==> src/rtl/uart_tx.sv <==
// UART serial transmitter: start bit, DBIT data bits LSB-first, stop period.
// Bit timing is counted in s_tick pulses from the shared baud generator.
module uart_tx #(
    parameter int unsigned DBIT      = 8,
    parameter int unsigned BIT_WIDTH = 16,
    parameter int unsigned SB_TICK   = 16
) (
    input  logic            clk,
    input  logic            rst_n,
    input  logic            s_tick,
    input  logic            tx_start,
    input  logic [DBIT-1:0] tx_din,
    output logic            tx,
    output logic            tx_busy,
    output logic            tx_done
);

    localparam int unsigned S_MAX = (BIT_WIDTH > SB_TICK) ? BIT_WIDTH : SB_TICK;
    localparam int unsigned S_W   = (S_MAX > 1) ? $clog2(S_MAX) : 1;
    localparam int unsigned N_W   = (DBIT > 1) ? $clog2(DBIT) : 1;

    typedef enum logic [1:0] {
        IDLE  = 2'd0,
        START = 2'd1,
        DATA  = 2'd2,
        STOP  = 2'd3
    } state_t;

    state_t          state;
    state_t          state_next;
    logic [S_W-1:0]  s_cnt;
    logic [S_W-1:0]  s_next;
    logic [N_W-1:0]  n_cnt;
    logic [N_W-1:0]  n_next;
    logic [DBIT-1:0] b_reg;
    logic [DBIT-1:0] b_next;
    logic            tx_next;
    logic            done_next;

    logic bit_end;
    logic stop_end;

    assign bit_end  = (s_cnt == S_W'(BIT_WIDTH - 1));
    assign stop_end = (s_cnt == S_W'(SB_TICK - 1));

    // State and datapath registers; reset abandons any frame in flight
    always_ff @(posedge clk) begin
        if (!rst_n) begin
            state   <= IDLE;
            s_cnt   <= '0;
            n_cnt   <= '0;
            b_reg   <= '0;
            tx      <= 1'b1;
            tx_done <= 1'b0;
        end else begin
            state   <= state_next;
            s_cnt   <= s_next;
            n_cnt   <= n_next;
            b_reg   <= b_next;
            tx      <= tx_next;
            tx_done <= done_next;
        end
    end

    // Next-state and datapath decode; everything holds between ticks
    always_comb begin
        state_next = state;
        s_next     = s_cnt;
        n_next     = n_cnt;
        b_next     = b_reg;
        case (state)
            IDLE: begin
                if (tx_start) begin
                    b_next     = tx_din;
                    s_next     = '0;
                    state_next = START;
                end
            end
            START: begin
                if (s_tick) begin
                    if (bit_end) begin
                        s_next     = '0;
                        n_next     = '0;
                        state_next = DATA;
                    end else begin
                        s_next = s_cnt + S_W'(1);
                    end
                end
            end
            DATA: begin
                if (s_tick) begin
                    if (bit_end) begin
                        s_next = '0;
                        b_next = b_reg >> 1;
                        if (n_cnt == N_W'(DBIT - 1)) begin
                            state_next = STOP;
                        end else begin
                            n_next = n_cnt + N_W'(1);
                        end
                    end else begin
                        s_next = s_cnt + S_W'(1);
                    end
                end
            end
            STOP: begin
                if (s_tick) begin
                    if (stop_end) begin
                        s_next     = '0;
                        state_next = IDLE;
                    end else begin
                        s_next = s_cnt + S_W'(1);
                    end
                end
            end
            default: state_next = IDLE;
        endcase
    end

    // Line level follows the next state so tx always matches the current state
    always_comb begin
        tx_next   = 1'b1;
        done_next = s_tick && (state == STOP) && stop_end;
        case (state_next)
            START:   tx_next = 1'b0;
            DATA:    tx_next = b_next[0];
            default: tx_next = 1'b1;
        endcase
    end

    assign tx_busy = (state != IDLE);

endmodule
==> config.mk <==
export PLATFORM = sky130hd
export DESIGN_NAME = uart_tx
export DESIGN_NICKNAME = d
export VERILOG_FILES = /design/src/rtl/uart_tx.sv
export SDC_FILE = /design/constraint.sdc
export NUM_CORES = 1
export LEC_CHECK = 0
export ABC_AREA = 0
export BUFFER_PORTS_ARGS = -buffer_cell sky130_fd_sc_hd__buf_2
export CAP_MARGIN = 20
export CORE_MARGIN = 2
export CORE_UTILIZATION = 60
export DETAILED_ROUTE_END_ITERATION = 7
export PLACE_DENSITY = 0.91
export SYNTH_ARGS = -nofsm -noshare
export SYNTH_HDL_FRONTEND = slang
export SYNTH_SLANG_ARGS = --single-unit
==> constraint.sdc <==
create_clock -name clk -period 3.4 [get_ports clk]
set_clock_uncertainty 0.1 [all_clocks]
set_input_delay 0.68 -clock clk [delete_from_list [all_inputs] [get_ports clk]]
set_output_delay 0.68 -clock clk [all_outputs]
set_load 0.02 [all_outputs]
==> results of run 1 <==
==> power groups by stage <==
stage / Sequential, mW / Combinational, mW / Clock [mW]
2_1_floorplan: 0.245 / 0.0395 / 0
3_3_place_gp: 0.249 / 0.0466 / 0
3_5_place_dp: 0.250 / 0.0483 / 0
4_1_cts: 0.245 / 0.0487 / 0.119
5_1_grt: 0.246 / 0.0540 / 0.126
6_report: 0.245 / 0.0491 / 0.114
==> through the flow <==
stage	util (%)	instance area (um2)	hold slack (ps)
finish	66.7	1160	373
detailed placement	65.2	1140	363
global placement	65.2	1140	346
CTS	66.7	1160	377
global route	66.7	1160	397
floorplan	-	1120	338
==> routing by layer <==
metal  wire, um  GRT usage, %
met5          0             0
met4          9          4.44
met3        171          6.92
met2       1180          36.7
met1        996          31.0
==> worst min path at each step <==
stage | depth (start not counted) | startpoint | slack (ps) | to
after detailed placement | 2 | n_cnt[2]$_SDFFE_PN0P_ | 360 | n_cnt[2]$_SDFFE_PN0P_
after global placement | 2 | n_cnt[1]$_SDFFE_PN0P_ | 350 | n_cnt[1]$_SDFFE_PN0P_
after CTS | 2 | n_cnt[2]$_SDFFE_PN0P_ | 380 | n_cnt[2]$_SDFFE_PN0P_
after global routing | 2 | n_cnt[2]$_SDFFE_PN0P_ | 400 | n_cnt[2]$_SDFFE_PN0P_
after floorplan | 2 | n_cnt[1]$_SDFFE_PN0P_ | 340 | n_cnt[1]$_SDFFE_PN0P_
final | 2 | n_cnt[2]$_SDFFE_PN0P_ | 370 | n_cnt[2]$_SDFFE_PN0P_
==> cells by family (layout without fill, tap and decap cells) <==
logic type / after synthesis / count (layout) / synth area share [%]
AND/OR/NAND/NOR: 50 / 50 / 25.8
AO/OA/AOI/OAI: 37 / 37 / 25.9
flip-flops: 19 / 19 / 34.1
buffers and inverters: 15 / 21 / 8.18
adder cells (fa/ha/maj): 3 / 3 / 3.36
multiplexers: 3 / 3 / 2.69
==> cell type report <==
type	instances	area share, %
clock inverter	1	0.430
clock buffer	3	1.93
timing repair buffer	14	6.02
tap	25	2.69
multi-input combinational	93	55.3
inverter	3	0.967
sequential	19	32.7
==> worst max-delay path: cells and delay by family, from the launching register on <==
| family | cells | cell delay [ps] |
|---|---|---|
| and+or+nand+nor | 1 | 280 |
| buffers and inverters | 1 | 180 |
| DFF | 1 | 760 |
==> synthesized netlist by cell type, types with 4 or more instances <==
library cell and count:
nand2_1 6, buf_6 4, a21oi_1 7, dfxtp_1 19
nand3_1 18, o21ai_0 6, buf_2 4, o221ai_1 6
clkbuf_1 4, a32oi_1 6
==> flow_summary.yaml, run 1 <==
run_status:
  status: "finished, final reports clean"
worst_hold_path:
  hp-class: "reg2reg"
synthesis:
  synth.largest_area_cell: "dfxtp_1"
  synth.top_cell.area_share_pct: 34.1
  async_flop_share_pct: 0
  yosysSeqAreaShare_pct: 34.1
  synth-edff-count: 0
  syn_inst: 127
  synth_top_cells_by_area: "dfxtp_1 (34%), nand3_1 (8.1%), a32oi_1 (4.7%)"
  synth_fp_nets: 142
  yosys_warnings: 0
  synthFlopType: "dfxtp_1"
  synth-seq-cells: 19
  syn_area_mm2: 0.00112
  syn_avg_cell_area_um2: 8.79
  synth_cell_types: 37
cts:
  cts_buffer_depth: 2
  cts_setup_buffers: 0
  cts.sinks: 19
  cts.htree.levels: 1
  cts_tree: "done"
  cts_resized: 0
  root_buffer: "clkbuf_4"
  cts_buffers: 3
  clk_latency_ps: 300
  clkSlewWorstSetupHoldPaths_ps: 110
  postCtsHoldBufs: 0
setup_path:
  crit_type: "reg2out"
  arrival_ps: 1530
  path_max_fanout: 20
  ff2ff_path_depth: 3
  path_cells: "or2_2 > buf_2"
  r2r_end: "b_reg[3]$_SDFFE_PN0P_"
  slowest_delay_ps: 760
  r2r-start: "state[1]$_SDFF_PN0_"
  critPathCaptureType: "primary output"
  startpoint: "state[0]$_SDFF_PN0_"
  slowest_stage: "dfxtp_1"
  cp-endpoint: "tx_busy"
  crit_path_start_kind: "register"
  cp.required_ps: 2620
  rrSetupSlack_ps: 1450
sta:
  setup_slack_ps: 1090
  finalCritPeriodShare_pct: 67.9
  period_minus_slack_ps: 2310
  setup_tns_ps: 0
  tightest_slew_ps: 690
  setup_viol: 0
  rsz0062_at_grt: "no"
  maxSlewViolCount: 0
  max_slew_margin_pct: 53.9
  hold_viol: 0
  timing.fmax_ghz: 0.433
layout:
  area_delta_synth_final_pct: 4.37
  drive_gt1_share_pct: 18.0
  antenna_cells: 0
  nNetsFinal: 149
  final_common_cell: "dfxtp_1"
  finalNonFillerCells: 158
  multiInputGateArea_um2: 644
  regArea_um2: 380
  fillers: 164
  mostFrequentLayoutCells: "dfxtp_1 (19), nand3_1 (18), buf_2 (14)"
  largest_reg_flops: 8
floorplanning:
  initial_utilization_pct: 63.9
  core_mm2: 0.00175
  placementRows: 15
  die_w_um: 47.1
  design.die.area_mm2: 0.00222
  io_pins: 15
  die_h_um: 47.1
detailed_routing:
  wirelength_mm: 2.36
  vias: 1040
  ant_nets: 0
  initialDrtViolationCount: 52
  drt-vias-per-instance: 6.58
  dr.pass1.iters: 5
  wl_per_cell_um: 14.9
  drcViolationCount: 0
place:
  port_buffers: 14
  place_congestion: 0.782
  dp_hpwl_mm: 1.67
  pre_cts_ws_ps: 1390
  dp.cells: 154
global_routing:
  overflow: 0
  grt_pass1_wl_mm: 3.63
  first_global_vias: 816
  grt_max_degree: 24
  grt_util_all_layers_pct: 23.0
  antenna_found_initial: 0
power:
  p_switching_uw: 111
  p_int_uw: 297
  power_uw: 408
  power_frac_seq_pct: 60.0
  power_density_mw_per_mm2: 351
  combPwrFrac_pct: 12.0
  clkPwrFrac_pct: 28.0
  sw_frac_of_total_pct: 27.2
  p_leak_nw: 0.420
  peakVddDrop_v: 0.000274
job:
  max-cap-violations: 0
(Power assumes the default switching activity.)
==> inputs of run 2 (changes only) <==
--- a/config.mk
+++ b/config.mk
@@ -9,9 +9,9 @@
 export BUFFER_PORTS_ARGS = -buffer_cell sky130_fd_sc_hd__buf_2
 export CAP_MARGIN = 20
 export CORE_MARGIN = 2
-export CORE_UTILIZATION = 60
+export CORE_UTILIZATION = 50
 export DETAILED_ROUTE_END_ITERATION = 7
-export PLACE_DENSITY = 0.91
+export PLACE_DENSITY = 0.82
 export SYNTH_ARGS = -nofsm -noshare
 export SYNTH_HDL_FRONTEND = slang
 export SYNTH_SLANG_ARGS = --single-unit
==> constraint.sdc (replaced) <==
create_clock -name clk -period 1.96 [get_ports clk]
set_clock_uncertainty 0.1 [all_clocks]
set_input_delay 0.392 -clock clk [delete_from_list [all_inputs] [get_ports clk]]
set_output_delay 0.392 -clock clk [all_outputs]
set_load 0.02 [all_outputs]
==> run 2 against run 1 <==
Against the previous run:
- cell area rose by 3.4%
- routed wire length up 3.0%
- cell count up 5.1%
- first-iteration DRC count decreased by 42%
- highest routed layer unchanged
- die area up 18%
- critical path type unchanged
- largest cell class unchanged
- critical path depth did not move
- worst setup slack got worse by 960 ps
- combinational power rose by 90%
==> flow_summary.yaml, run 2 (same netlist as run 1, synthesis figures left out) <==
cts:
  cts_setup_buffers: 0
  root_buffer: "clkbuf_4"
  clkSlewWorstSetupHoldPaths_ps: 100
  cts.htree.levels: 1
  cts_tree: "done"
  cts_buffer_depth: 2
  postCtsHoldBufs: 0
  clk_latency_ps: 300
  cts_buffers: 3
  cts_resized: 0
  cts.sinks: 19
power:
  peakVddDrop_v: 0.000562
  p_leak_nw: 0.443
  power_density_mw_per_mm2: 592
global_routing:
  grt_pass1_wl_mm: 4.28
  first_global_vias: 971
  grt_util_all_layers_pct: 21.5
  overflow: 0
  grt_max_degree: 21
  antenna_found_initial: 0
sta:
  hold_viol: 0
  max_slew_margin_pct: 69.4
  maxSlewViolCount: 0
  tightest_slew_ps: 457
  period_minus_slack_ps: 1830
  timing.fmax_ghz: 0.547
  setup_slack_ps: 131
  finalCritPeriodShare_pct: 93.3
  rsz0062_at_grt: "no"
  setup_viol: 0
  hold_ws_ps: 246
  setup_tns_ps: 0
floorplanning:
  die_w_um: 51.2
  io_pins: 15
  initial_utilization_pct: 51.4
  core_mm2: 0.00217
  die_h_um: 51.2
  placementRows: 17
  design.die.area_mm2: 0.00263
detailed_routing:
  wl_per_cell_um: 14.6
  initialDrtViolationCount: 30
  drcViolationCount: 0
  vias: 1042
  dr.pass1.iters: 4
  ant_nets: 0
  drt-vias-per-instance: 6.28
  wirelength_mm: 2.43
setup_path:
  slowest_delay_ps: 610
  crit_type: "reg2out"
  r2r-start: "s_cnt[0]$_SDFFE_PN0P_"
  crit_buf_inv: 1
  r2r_end: "b_reg[5]$_SDFFE_PN0P_"
  slowest_stage: "dfxtp_1"
  path_max_fanout: 14
  crit_path_start_kind: "register"
  critPathCaptureType: "primary output"
  ff2ff_path_depth: 4
  rrSetupSlack_ps: 150
  crit_family: "flip-flops"
  arrival_ps: 1340
  cp.required_ps: 1470
  path_cells: "or2_2 > buf_2"
worst_hold_path:
  worstHoldEndpoint: "b_reg[7]$_SDFFE_PN0P_"
  hp-class: "in2reg"
  worstHoldStart: "tx_din[7]"
  hold_depth: 3
place:
  dp_hpwl_mm: 1.77
  port_buffers: 14
  pre_cts_ws_ps: 168
  place_congestion: 0.780
  place_area_mm2: 0.00118
run_status:
  status: "finished, final reports clean"
layout:
  utilization_pct: 55.5
  area_delta_synth_final_pct: 7.96
  antenna_cells: 0
  nNetsFinal: 154
  drive_gt1_share_pct: 20.3
  largest_reg_flops: 8
  mostFrequentLayoutCells: "dfxtp_1 (19), nand3_1 (18), buf_2 (14)"
  fin_area_mm2: 0.00120
  final_common_cell: "dfxtp_1"
  fillers: 216
job:
  max-cap-violations: 0
run 2: cell types whose count changed in the layout (fill, tap and decap cells not counted):
| cell | change |
|---|---|
| buf_4 | +5 |
| clkinv_2 | -1 |
| clkbuf_1 | +1 |
run 2: how the worst max path moves through the flow:
| stage | from | to | slack [ps] | cells past startpoint |
|---|---|---|---|---|
| after floorplan | n_cnt[0]$_SDFFE_PN0P_ | n_cnt[1]$_SDFFE_PN0P_ | 370 | 5 |
| after global placement | s_cnt[0]$_SDFFE_PN0P_ | b_reg[5]$_SDFFE_PN0P_ | 250 | 4 |
| after detailed placement | s_cnt[0]$_SDFFE_PN0P_ | b_reg[5]$_SDFFE_PN0P_ | 170 | 4 |
| after CTS | state[0]$_SDFF_PN0_ | tx_busy | 130 | 2 |
| after global routing | s_cnt[0]$_SDFFE_PN0P_ | b_reg[5]$_SDFFE_PN0P_ | 8 | 4 |
| final | state[0]$_SDFF_PN0_ | tx_busy | 130 | 2 |
run 2: metal layers:
layer	vias to the layer above	GRT usage, %	share of wire, %
li1	513	-	-
met3	8	6.43	5.6
met5	-	0	0
met4	0	7.02	1.4
met1	485	26.4	43
met2	36	35.7	50
run 2: report_power, final:
group / switching, mW / total (mW) / internal (mW) / leakage [nW]
logic: 0.0530 / 0.0932 / 0.0402 / 0.272
clock network: 0.119 / 0.199 / 0.0794 / 0.0150
registers: 0.0184 / 0.422 / 0.404 / 0.155
total: 0.191 / 0.714 / 0.523 / 0.443
run 2: worst min-delay path: stages:
cell and delay [ps]:
buf_2 80, a31oi_1 110, o31ai_4 50
run 2: area by class of cell:
cell class,instances,area (um2),area share (%)
Sequential cell,19,380,31.6
Multi-Input combinational cell,93,644,53.5
Tap cell,28,35.0,2.91
Clock buffer,4,26.3,2.18
Timing Repair Buffer,19,108,8.93
Inverter,3,11.3,0.935
run 2: stage by stage:
stage	total power, mW	std cells
global route	0.750	166
CTS	0.722	166
finish	0.714	166
detailed placement	0.523	162
floorplan	0.494	127
global placement	0.519	162
==> inputs of run 3 (changes only) <==
--- a/config.mk
+++ b/config.mk
@@ -11,6 +11,7 @@
 export CORE_MARGIN = 2
 export CORE_UTILIZATION = 50
 export DETAILED_ROUTE_END_ITERATION = 7
+export GPL_TIMING_DRIVEN = 0
 export PLACE_DENSITY = 0.82
 export SYNTH_ARGS = -nofsm -noshare
 export SYNTH_HDL_FRONTEND = slang
==> run 3 against run 2 <==
Against the previous run:
- worst setup slack improved by 36 ps
- largest power group unchanged
- clock power decreased by 3%
- global-route usage decreased by 1.6 points
- total power decreased by 0.32%
- first-iteration DRC count decreased by 6.7%
- maximum frequency increased by 2.0%
- non-clock buffer count increased by 5
==> flow_summary.yaml, run 3 (same netlist as run 1, synthesis figures left out) <==
run_status:
  status: "finished, final reports clean"
power:
  power_frac_seq_pct: 58.7
  combPwrFrac_pct: 14.0
  power_density_mw_per_mm2: 574
  p_leak_nw: 0.462
  sw_frac_of_total_pct: 26.2
  p_int_uw: 525
  clkPwrFrac_pct: 27.2
  peakVddDrop_v: 0.000402
  power_uw: 712
  p_switching_uw: 187
floorplanning:
  initial_utilization_pct: 51.4
  core_mm2: 0.00217
  die_h_um: 51.2
  die_w_um: 51.2
  design.die.area_mm2: 0.00263
  placementRows: 17
  io_pins: 15
detailed_routing:
  drcViolationCount: 0
  wl_per_cell_um: 13.9
  ant_nets: 0
  wirelength_mm: 2.38
  vias: 1052
  drt-vias-per-instance: 6.15
  initialDrtViolationCount: 28
  dr.pass1.iters: 4
cts:
  clkSlewWorstSetupHoldPaths_ps: 100
  cts.sinks: 19
  postCtsHoldBufs: 0
  cts_buffer_depth: 2
  cts_tree: "done"
  root_buffer: "clkbuf_4"
  cts_buffers: 3
  cts.htree.levels: 1
  clk_latency_ps: 290
place:
  pre_cts_ws_ps: 244
  dp_hpwl_mm: 1.69
  port_buffers: 13
  place_congestion: 0.790
sta:
  setup_slack_ps: 167
  finalCritPeriodShare_pct: 91.5
  hold_viol: 0
  setup_viol: 0
  tightest_slew_ps: 488
  rsz0062_at_grt: "no"
  setup_tns_ps: 0
  maxSlewViolCount: 0
  max_slew_margin_pct: 67.5
  period_minus_slack_ps: 1790
  timing.fmax_ghz: 0.558
layout:
  area_delta_synth_final_pct: 11.0
  antenna_cells: 0
  largest_reg_flops: 8
  nNetsFinal: 159
  final_common_cell: "dfxtp_1"
  utilization_pct: 57.1
  drive_gt1_share_pct: 21.0
  mostFrequentLayoutCells: "dfxtp_1 (19), nand3_1 (18), buf_2 (17)"
setup_path:
  crit_path_start_kind: "register"
  arrival_ps: 1300
  crit_type: "reg2out"
  critPathCaptureType: "primary output"
  ff2ff_path_depth: 4
  path_max_fanout: 10
  cp.required_ps: 1470
worst_hold_path:
  hold_depth: 3
  hp-class: "in2reg"
global_routing:
  grt_util_all_layers_pct: 19.8
  antenna_found_initial: 0
  first_global_vias: 932
  grt_max_degree: 11
  overflow: 0
  grt_pass1_wl_mm: 3.98
job:
  max-cap-violations: 0
-- run 3: area by class of cell --
type                    count  area [um2]
fillers                   210         931
multi-input cells          93         644
flip-flops and latches     19         380
plain buffers              11        76.3
repair buffers             13        65.1
well taps                  28        35.0
clock buffers               4        26.3
inverters                   3        11.3
-- run 3: repair_timing --
item	4_1_cts	5_1_grt
setup buffers	0	0
gates resized for setup	0	0
setup endpoints to repair	0	1
hold endpoints to repair	0	0
-- run 3: worst paths after layout --
| path | to | from | slack [ps] |
|---|---|---|---|
| worst max-delay path | tx_busy | state[1]$_SDFF_PN0_ | 170 |
| worst min-delay path | b_reg[7]$_SDFFE_PN0P_ | tx_din[7] | 260 |
| worst max register to register | state[1]$_SDFF_PN0_ | s_cnt[0]$_SDFFE_PN0P_ | 210 |
| worst min register to register | n_cnt[2]$_SDFFE_PN0P_ | n_cnt[2]$_SDFFE_PN0P_ | 370 |
-- run 3: per-stage QoR --
step	instance area, um2	hold WS (ps)	cells
4_1_cts	1240	264	172
3_5_place_dp	1220	356	168
6_report	1240	262	171
5_1_grt	1240	259	171
2_1_floorplan	1120	338	127
3_3_place_gp	1220	349	168
-- run 3: worst max-delay path, cell delays in order (launching register included) --
cell	delay [ps]
dfxtp_1	310
buf_2	160
or2_2	360
buf_2	180
-- run 3: layer usage --
metal  share of wire (%)  GRT usage, %  vias up  routed length [um]
met5                   0             0        -                   0
met1                  46          25.4      502                1100
li1                    -             -      522                   -
met3                 3.9          2.63        4                  94
met2                  49          33.5       24                1170
met4                 1.1          7.89        0                  27
-- run 3: power by group through the flow --
stage / logic (mW) / clock network, mW / registers [mW]
3_5_place_dp: 0.100 / 0 / 0.426
5_1_grt: 0.110 / 0.213 / 0.420
3_3_place_gp: 0.0974 / 0 / 0.425
2_1_floorplan: 0.0686 / 0 / 0.425
6_report: 0.0999 / 0.194 / 0.418
4_1_cts: 0.101 / 0.196 / 0.417
